--- config.mk ---
export PLATFORM = sky130hd
export DESIGN_NAME = dmem_arbiter
export DESIGN_NICKNAME = d
export VERILOG_FILES = /design/src/rtl/dmem_arbiter.sv
export SDC_FILE = /design/constraint.sdc
export NUM_CORES = 1
export LEC_CHECK = 0
export BUFFER_PORTS_ARGS = -buffer_cell sky130_fd_sc_hd__buf_2
export CAP_MARGIN = 10
export CORE_AREA = 3 3 115 117
export CTS_CLUSTER_DIAMETER = 30
export DETAILED_ROUTE_END_ITERATION = 12
export DIE_AREA = 0 0 118 120
export PLACE_DENSITY = 0.52
export SLEW_MARGIN = 10
export SYNTH_ARGS = -nofsm -noshare
export SYNTH_HDL_FRONTEND = slang
export SYNTH_SLANG_ARGS = --single-unit
--- constraint.sdc ---
create_clock -name clk -period 5 [get_ports clk]
set_input_delay 0.75 -clock clk [delete_from_list [all_inputs] [get_ports clk]]
set_output_delay 0.75 -clock clk [all_outputs]
set_load 0.01 [all_outputs]
--- src/rtl/dmem_arbiter.sv ---
// dmem_arbiter: two-master arbiter for the single-ported data memory.
//   Master 0 = core load/store path, master 1 = boot loader / debug port.
//   One access is granted per cycle. A master can lock the grant for
//   back-to-back ownership. Synchronous-RAM read data is returned with a
//   1-cycle rvalid to the master that issued the read.
// Build option: define DMEM_ARB_RR_EN for round-robin tie-break in IDLE;
//   leave it undefined for fixed priority (master 0 wins ties).
// Ports:
//   clk, reset (async, active-low)
//   mK_req/we/lock/addr/wdata  -> master K request (K = 0,1)
//   mK_gnt                     <- access accepted this cycle (combinational)
//   mK_rvalid/rdata            <- read return, one cycle after a read grant
//   mem_en/we/addr/wdata       -> memory strobe and granted master's payload
//   mem_rdata                  <- synchronous RAM read data
module dmem_arbiter #(
  parameter int unsigned AW = 32,
  parameter int unsigned DW = 32
) (
  input  logic          clk,
  input  logic          reset,
  input  logic          m0_req,
  input  logic          m0_we,
  input  logic          m0_lock,
  input  logic [AW-1:0] m0_addr,
  input  logic [DW-1:0] m0_wdata,
  output logic          m0_gnt,
  output logic          m0_rvalid,
  output logic [DW-1:0] m0_rdata,
  input  logic          m1_req,
  input  logic          m1_we,
  input  logic          m1_lock,
  input  logic [AW-1:0] m1_addr,
  input  logic [DW-1:0] m1_wdata,
  output logic          m1_gnt,
  output logic          m1_rvalid,
  output logic [DW-1:0] m1_rdata,
  output logic          mem_en,
  output logic          mem_we,
  output logic [AW-1:0] mem_addr,
  output logic [DW-1:0] mem_wdata,
  input  logic [DW-1:0] mem_rdata
);

  localparam logic [1:0] S_IDLE  = 2'd0;
  localparam logic [1:0] S_LOCK0 = 2'd1;
  localparam logic [1:0] S_LOCK1 = 2'd2;

`ifdef DMEM_ARB_RR_EN
  localparam logic FIXED_PRIO = 1'b0;
`else
  localparam logic FIXED_PRIO = 1'b1;
`endif

  logic [1:0] r_state;
  logic [1:0] w_state_nxt;
  logic       r_last_gnt;
  logic       r_rd_pend;
  logic       r_rd_own;
  logic       w_gnt0;
  logic       w_gnt1;
  logic       w_tie_m0;
  logic       w_any_gnt;
  logic       w_rd_gnt;

  // Tie winner in IDLE: master 0 unless round-robin says master 1 is due
  assign w_tie_m0 = FIXED_PRIO | r_last_gnt;

  // Grant and next-state decode
  always_comb begin
    w_gnt0      = 1'b0;
    w_gnt1      = 1'b0;
    w_state_nxt = r_state;
    case (r_state)
      S_LOCK0: begin
        w_gnt0 = m0_req;
        if (!(m0_req && m0_lock)) w_state_nxt = S_IDLE;
      end
      S_LOCK1: begin
        w_gnt1 = m1_req;
        if (!(m1_req && m1_lock)) w_state_nxt = S_IDLE;
      end
      default: begin
        if (m0_req && m1_req) begin
          w_gnt0 = w_tie_m0;
          w_gnt1 = ~w_tie_m0;
        end else begin
          w_gnt0 = m0_req;
          w_gnt1 = m1_req;
        end
        if (w_gnt0 && m0_lock)      w_state_nxt = S_LOCK0;
        else if (w_gnt1 && m1_lock) w_state_nxt = S_LOCK1;
        else                        w_state_nxt = S_IDLE;
      end
    endcase
    // No grant may leak out while reset is held
    if (!reset) begin
      w_gnt0 = 1'b0;
      w_gnt1 = 1'b0;
    end
  end

  assign w_any_gnt = w_gnt0 | w_gnt1;
  assign w_rd_gnt  = (w_gnt0 & ~m0_we) | (w_gnt1 & ~m1_we);

  // Arbitration state and read-return tracking
  always_ff @(posedge clk or negedge reset) begin
    if (!reset) begin
      r_state    <= S_IDLE;
      r_last_gnt <= 1'b1;
      r_rd_pend  <= 1'b0;
      r_rd_own   <= 1'b0;
    end else begin
      r_state   <= w_state_nxt;
      r_rd_pend <= w_rd_gnt;
      if (w_any_gnt) r_last_gnt <= w_gnt1;
      if (w_rd_gnt)  r_rd_own   <= w_gnt1;
    end
  end

  assign m0_gnt = w_gnt0;
  assign m1_gnt = w_gnt1;

  // Memory port mux; idle bus drives zeros
  assign mem_en    = w_any_gnt;
  assign mem_we    = (w_gnt0 & m0_we) | (w_gnt1 & m1_we);
  assign mem_addr  = w_gnt0 ? m0_addr  : (w_gnt1 ? m1_addr  : AW'(0));
  assign mem_wdata = w_gnt0 ? m0_wdata : (w_gnt1 ? m1_wdata : DW'(0));

  // Shared read data, qualified per master by rvalid
  assign m0_rvalid = r_rd_pend & ~r_rd_own;
  assign m1_rvalid = r_rd_pend & r_rd_own;
  assign m0_rdata  = mem_rdata;
  assign m1_rdata  = mem_rdata;

endmodule

==> results of run 1 <==
## cell families (layout without fill, tap and decap cells)
| kind of cell | Yosys count | count (layout) | synth area share, % |
|---|---|---|---|
| flops | 4 | 4 | 6.88 |
| fa+ha+maj | 2 | 2 | 1.72 |
| simple gates | 9 | 9 | 3.44 |
| compound gates | 77 | 77 | 45.4 |
| buf+inv | 83 | 214 | 42.5 |
## final cells by class
type,instances,area (um2)
fillers,1409,10300
repair buffers,206,1050
multi-input cells,88,737
well taps,172,215
flip-flops and latches,4,100
clock buffers,3,75.1
inverters,5,18.8
## power by group through the flow
stage | combinational [mW] | sequential (mW) | clock [mW]
after CTS | 0.212 | 0.0393 | 0.125
final | 0.211 | 0.0392 | 0.123
after floorplan | 0.163 | 0.0386 | 0
after global routing | 0.230 | 0.0399 | 0.127
after global placement | 0.209 | 0.0397 | 0
after detailed placement | 0.210 | 0.0396 | 0
## per-layer routing
metal | up-vias | share of wire (%) | wire [um] | global-route usage (%)
li1 | 862 | - | - | -
met1 | 855 | 39 | 2490 | 9.32
met2 | 143 | 48 | 3090 | 13.6
met3 | 22 | 11 | 725 | 2.83
met4 | 0 | 1.7 | 109 | 1.83
met5 | - | 0 | 0 | 0
## path summary, 6_finish.rpt
path,startpoint,cells after the start,endpoint
worst min-delay path,reset,1,r_rd_pend$_DFF_PN0_
min in group clk,r_rd_own$_DFFE_PN0P_,2,r_rd_own$_DFFE_PN0P_
worst max-delay path,r_state[0]$_DFFE_PN0P_,6,mem_wdata[17]
max in group asynchronous,reset,1,r_state[0]$_DFFE_PN0P_
worst min register to register,r_rd_own$_DFFE_PN0P_,2,r_rd_own$_DFFE_PN0P_
worst max register to register,r_state[0]$_DFFE_PN0P_,5,r_rd_own$_DFFE_PN0P_
## worst max-delay path, cell delays in order (launching register included)
cell	delay (ns)
dfrtp_1	0.38
inv_1	0.06
ha_1	0.37
o211ai_2	0.15
inv_2	0.83
a22o_1	0.31
buf_2	0.14
## flip-flops by register name, indices dropped and copies added (netlist names)
name,count
r_rd_own,1
r_rd_pend,1
r_state,2
## Yosys cell counts (all sizes together)
master  number
o21ai        4
dfrtp        4
o2111a       1
nor2b        3
ha           2
and2         1
o31ai        1
o41ai        1
nand2        3
o211ai       2
o21a         1
and3         2
a22o        65
o22ai        1
inv          5
buf         78
a32o         1
## through the flow
stage	setup slack, ns	hold WS (ns)	cell area [um2]	power [mW]	instances
final	1.75	0.355	2190	0.373	478
after global routing	1.55	0.367	2190	0.397	478
after CTS	1.56	0.360	2170	0.376	477
after detailed placement	1.77	0.532	2100	0.250	474
after global placement	1.86	0.538	2100	0.248	474
after floorplan	2.68	0.454	1450	0.202	175
==> flow_metrics.py, run 1 <==
metrics = {
    "run_status": {
        "outcome": "completed",
    },
    "timing": {
        "tns_ns": 0,
        "fin_crit_ns": 3.25,
        "finClkSkew_ns": 0.00133,
        "fin_crit_sh_pct": 64.9,
        "tightest_slew_ns": 1.11,
        "max_freq_mhz": 308,
        "finalSetupViolations": 0,
        "max_slew_margin_pct": 25.8,
        "drv_slew": 0,
        "rsz0062_at_grt": "false",
        "hold_viol_final": 0,
    },
    "cells_and_area": {
        "n_antenna_cell": 0,
        "syn2layout_area_growth_pct": 50.8,
        "fin_util_pct": 17.6,
        "final_common_cell": "buf_2",
        "layout-drive-gt1-share_pct": 69.9,
        "final_cell_mix": "buf_2, a22o_1, dfrtp_1",
        "final_nets": 478,
    },
    "grt": {
        "grt_pass1_vias": 1818,
        "grt_overflow_total": 0,
        "grt.total_usage_pct": 7.87,
        "grt_max_degree": 67,
        "antenna_found_initial": 1,
        "grt_pass1_wl_mm": 9.28,
    },
    "die": {
        "rows": 41,
        "die_h_um": 120,
        "initial_core_util_pct": 11.7,
        "core_area_um2": 12500,
        "die_w_um": 118,
        "dieArea_um2": 14200,
        "io_pins": 302,
    },
    "power": {
        "pwr-share-seq_pct": 10.5,
        "power_switching_mw": 0.126,
        "p_leak_nw": 1.30,
        "combPwrFrac_pct": 56.6,
        "switching_share_pct": 33.9,
        "p_clk_share_pct": 32.9,
        "ir_worst_vdd_mv": 0.146,
        "cellPowerDensity_nw_per_um2": 170,
        "intPower_mw": 0.247,
    },
    "place": {
        "dp_hpwl_mm": 5.28,
        "buffer_ports.inserted": 205,
        "gp_congestion": 0.709,
    },
    "logic_synthesis": {
        "avgSynthCellArea_um2": 8.31,
        "synth_top_area_share_pct": 39.2,
        "ys.warnings.count": 0,
        "ys_seq_area_share_pct": 6.88,
        "yosys.area.top_type": "a22o_1",
        "synthTopCellsByArea": "a22o_1, buf_4, dfrtp_1",
        "ys_ff_latch": 4,
        "synth_cells": 175,
        "yosysUniqueCellTypes": 23,
        "synthesis.area_um2": 1450,
        "synthesis.nets": 345,
    },
    "routing": {
        "via_count": 1882,
        "vias_per_cell": 3.94,
        "route.detailed.drc": 0,
        "wl_mm": 6.41,
        "drtIter0Drc": 69,
        "first_pass_iters": 4,
        "post_drt_wl_per_cell_um": 13.4,
        "antenna_left": 0,
    },
    "setup_path": {
        "critPathKind": "flop to output pin",
        "arrival_ns": 2.50,
        "rrSetupSlack_ns": 3.36,
        "critPathRequiredTime_ns": 4.25,
        "cp_max_fo": 66,
        "start_kind": "flop",
        "endpoint_kind": "output pin",
    },
    "clock_tree": {
        "insertion_delay_ns": 0.22,
        "cts_tree": "yes",
        "cts_resized": 0,
        "htreeDepth": 1,
        "cts_buffer_depth": 2,
        "clockRootBuffer": "clkbuf_16",
        "clock-sinks": 4,
        "cts_hold_buf": 0,
        "numCtsBuffers": 3,
        "post-cts-setup-buffers": 0,
        "cts.clk_slew.worst_paths_ns": 0.03,
    },
    "flow_run": {
        "drv_cap": 0,
    },
    "hold_path": {
        "min_path_type": "input port to async pin",
    },
}
(Power assumes the default switching activity.)
==> run 2, diff against run 1 <==
--- a/config.mk
+++ b/config.mk
@@ -11,7 +11,7 @@
 export CTS_CLUSTER_DIAMETER = 30
 export DETAILED_ROUTE_END_ITERATION = 12
 export DIE_AREA = 0 0 118 120
-export PLACE_DENSITY = 0.52
+export PLACE_DENSITY = 0.53
 export SLEW_MARGIN = 10
 export SYNTH_ARGS = -nofsm -noshare
 export SYNTH_HDL_FRONTEND = slang
==> constraint.sdc (replaced) <==
create_clock -name clk -period 2.7 [get_ports clk]
set_input_delay 0.405 -clock clk [delete_from_list [all_inputs] [get_ports clk]]
set_output_delay 0.405 -clock clk [all_outputs]
set_load 0.01 [all_outputs]
==> run 2 against run 1 <==
Effect of this change:
- sequential power increased by 84%
- first-iteration DRC count decreased by 8.7%
- count of clock-buffer cells in the layout unchanged
- clock skew decreased by 0.00071 ns
- clock power increased by 87%
- largest cell class unchanged
- critical endpoint is now mem_addr[1]
==> flow_metrics.py, run 2 (same netlist as run 1, synthesis figures left out) <==
metrics = {
    "setup_path": {
        "cp_slowest_cell": "dfrtp_1",
        "critPathMaxStageDelay_ns": 0.38,
        "crit_chain": "inv_1 -> ha_1 -> o21ai_1 -> o2111a_2 -> buf_4 -> a22o_1 -> buf_2",
        "cp_max_fo": 30,
        "endpoint_kind": "output pin",
        "arrival_ns": 2.05,
        "start_kind": "flop",
        "critPathKind": "flop to output pin",
        "critPathRequiredTime_ns": 2.30,
    },
    "routing": {
        "post_drt_wl_per_cell_um": 14.0,
        "drtIter0Drc": 63,
        "vias_per_cell": 3.92,
        "first_pass_iters": 4,
        "wl_mm": 6.73,
        "antenna_left": 0,
        "route.detailed.drc": 0,
        "via_count": 1888,
    },
    "cells_and_area": {
        "fill_cells": 1419,
        "layout-drive-gt1-share_pct": 70.2,
        "largestRegisters": "r_state (2), r_rd_own (1), r_rd_pend (1)",
        "final_cell_mix": "buf_2, a22o_1, buf_4, dfrtp_1",
        "largest_register_ffs": 2,
        "fin_util_pct": 17.7,
        "syn2layout_area_growth_pct": 51.6,
        "final_common_cell": "buf_2",
        "final_nets": 481,
        "regMostFlops": "r_state",
    },
    "timing": {
        "hold_viol_final": 0,
        "rsz0062_at_grt": "false",
        "tightest_slew_ns": 0.358,
        "fin_crit_ns": 2.46,
        "tns_ns": 0,
        "max_freq_mhz": 407,
        "finClkSkew_ns": 0.000621,
        "fin_crit_sh_pct": 91.1,
        "drv_slew": 0,
        "max_slew_margin_pct": 76.1,
        "finalSetupViolations": 0,
    },
    "grt": {
        "grt.total_usage_pct": 8.40,
        "grt_pass1_vias": 1821,
        "grt_pass1_wl_mm": 9.50,
        "grt_overflow_total": 0,
        "antenna_found_initial": 0,
        "grt_max_degree": 36,
    },
    "power": {
        "p_leak_nw": 1.31,
        "ir_worst_vdd_mv": 0.160,
        "finalPower_mw": 0.692,
        "cellPowerDensity_nw_per_um2": 314,
    },
    "die": {
        "io_pins": 302,
        "initial_core_util_pct": 11.7,
        "die_h_um": 120,
        "core_area_um2": 12500,
        "rows": 41,
        "die_w_um": 118,
        "dieArea_um2": 14200,
    },
    "clock_tree": {
        "insertion_delay_ns": 0.22,
        "clock-sinks": 4,
        "cts.clk_slew.worst_paths_ns": 0.03,
        "cts_resized": 0,
        "htreeDepth": 1,
        "post-cts-setup-buffers": 0,
        "numCtsBuffers": 3,
        "cts_tree": "yes",
        "cts_hold_buf": 0,
        "clockRootBuffer": "clkbuf_16",
        "cts_buffer_depth": 2,
    },
    "flow_run": {
        "drv_cap": 0,
    },
    "place": {
        "buffer_ports.inserted": 205,
        "dp_hpwl_mm": 5.87,
        "gp_congestion": 0.718,
    },
    "hold_path": {
        "min_path_type": "input port to async pin",
    },
    "run_status": {
        "outcome": "completed",
    },
}
==> run 2: power breakdown <==
| part | total (mW) | internal, mW | leakage [nW] | switching [mW] |
|---|---|---|---|---|
| clock network | 0.230 | 0.189 | 0.0370 | 0.0407 |
| logic | 0.390 | 0.202 | 1.22 | 0.189 |
| registers | 0.0721 | 0.0674 | 0.0526 | 0.00471 |
| total | 0.692 | 0.458 | 1.31 | 0.234 |
==> run 2: critical path: cells and delay by family (launching register included) <==
kind                       cells  cell delay (ns)
DFF                            1             0.38
adders and majority gates      1             0.36
buffers and inverters          3             0.50
AOI/OAI and AO/OA              3             0.58
==> run 2: per-stage QoR <==
stage	cell area, um2	hold slack (ns)	instances	setup slack, ns
detailed placement	2130	0.242	478	0.462
CTS	2200	0.00779	481	0.219
finish	2200	0.00450	482	0.241
global placement	2130	0.239	478	0.498
floorplan	1450	0.109	175	0.730
global route	2200	0.0136	481	0.0917
==> run 2: cell type report <==
type / count / area, um2 / share of cell area (%)
Timing Repair Buffer: 209 / 1060 / 47.9
Clock buffer: 3 / 75.1 / 3.41
Inverter: 5 / 18.8 / 0.851
Antenna cell: 1 / 2.50 / 0.114
Tap cell: 172 / 215 / 9.76
Multi-Input combinational cell: 88 / 737 / 33.4
Sequential cell: 4 / 100 / 4.54
==> run 2: worst paths after layout <==
kind                                              from                     end  slack, ns  cells past startpoint
worst max-delay path            r_state[0]$_DFFE_PN0P_             mem_addr[1]       0.24                      7
worst min-delay path                             reset  r_state[1]$_DFFE_PN0P_      0.005                      1
worst max register to register  r_state[0]$_DFFE_PN0P_    r_rd_own$_DFFE_PN0P_       1.14                      5
worst min register to register  r_state[1]$_DFFE_PN0P_  r_state[1]$_DFFE_PN0P_       0.54                      2
max in group asynchronous                        reset    r_rd_own$_DFFE_PN0P_       2.55                      1
min in group clk                                 m1_we     r_rd_pend$_DFF_PN0_       0.39                      2
==> run 2: routing by layer <==
metal / vias to the layer above / track usage, % / share of wire [%]
met5: - / 0 / 0
met4: 0 / 3.59 / 2.8
met3: 36 / 3.20 / 11
met2: 134 / 15.9 / 53
met1: 851 / 8.09 / 33
li1: 867 / - / -
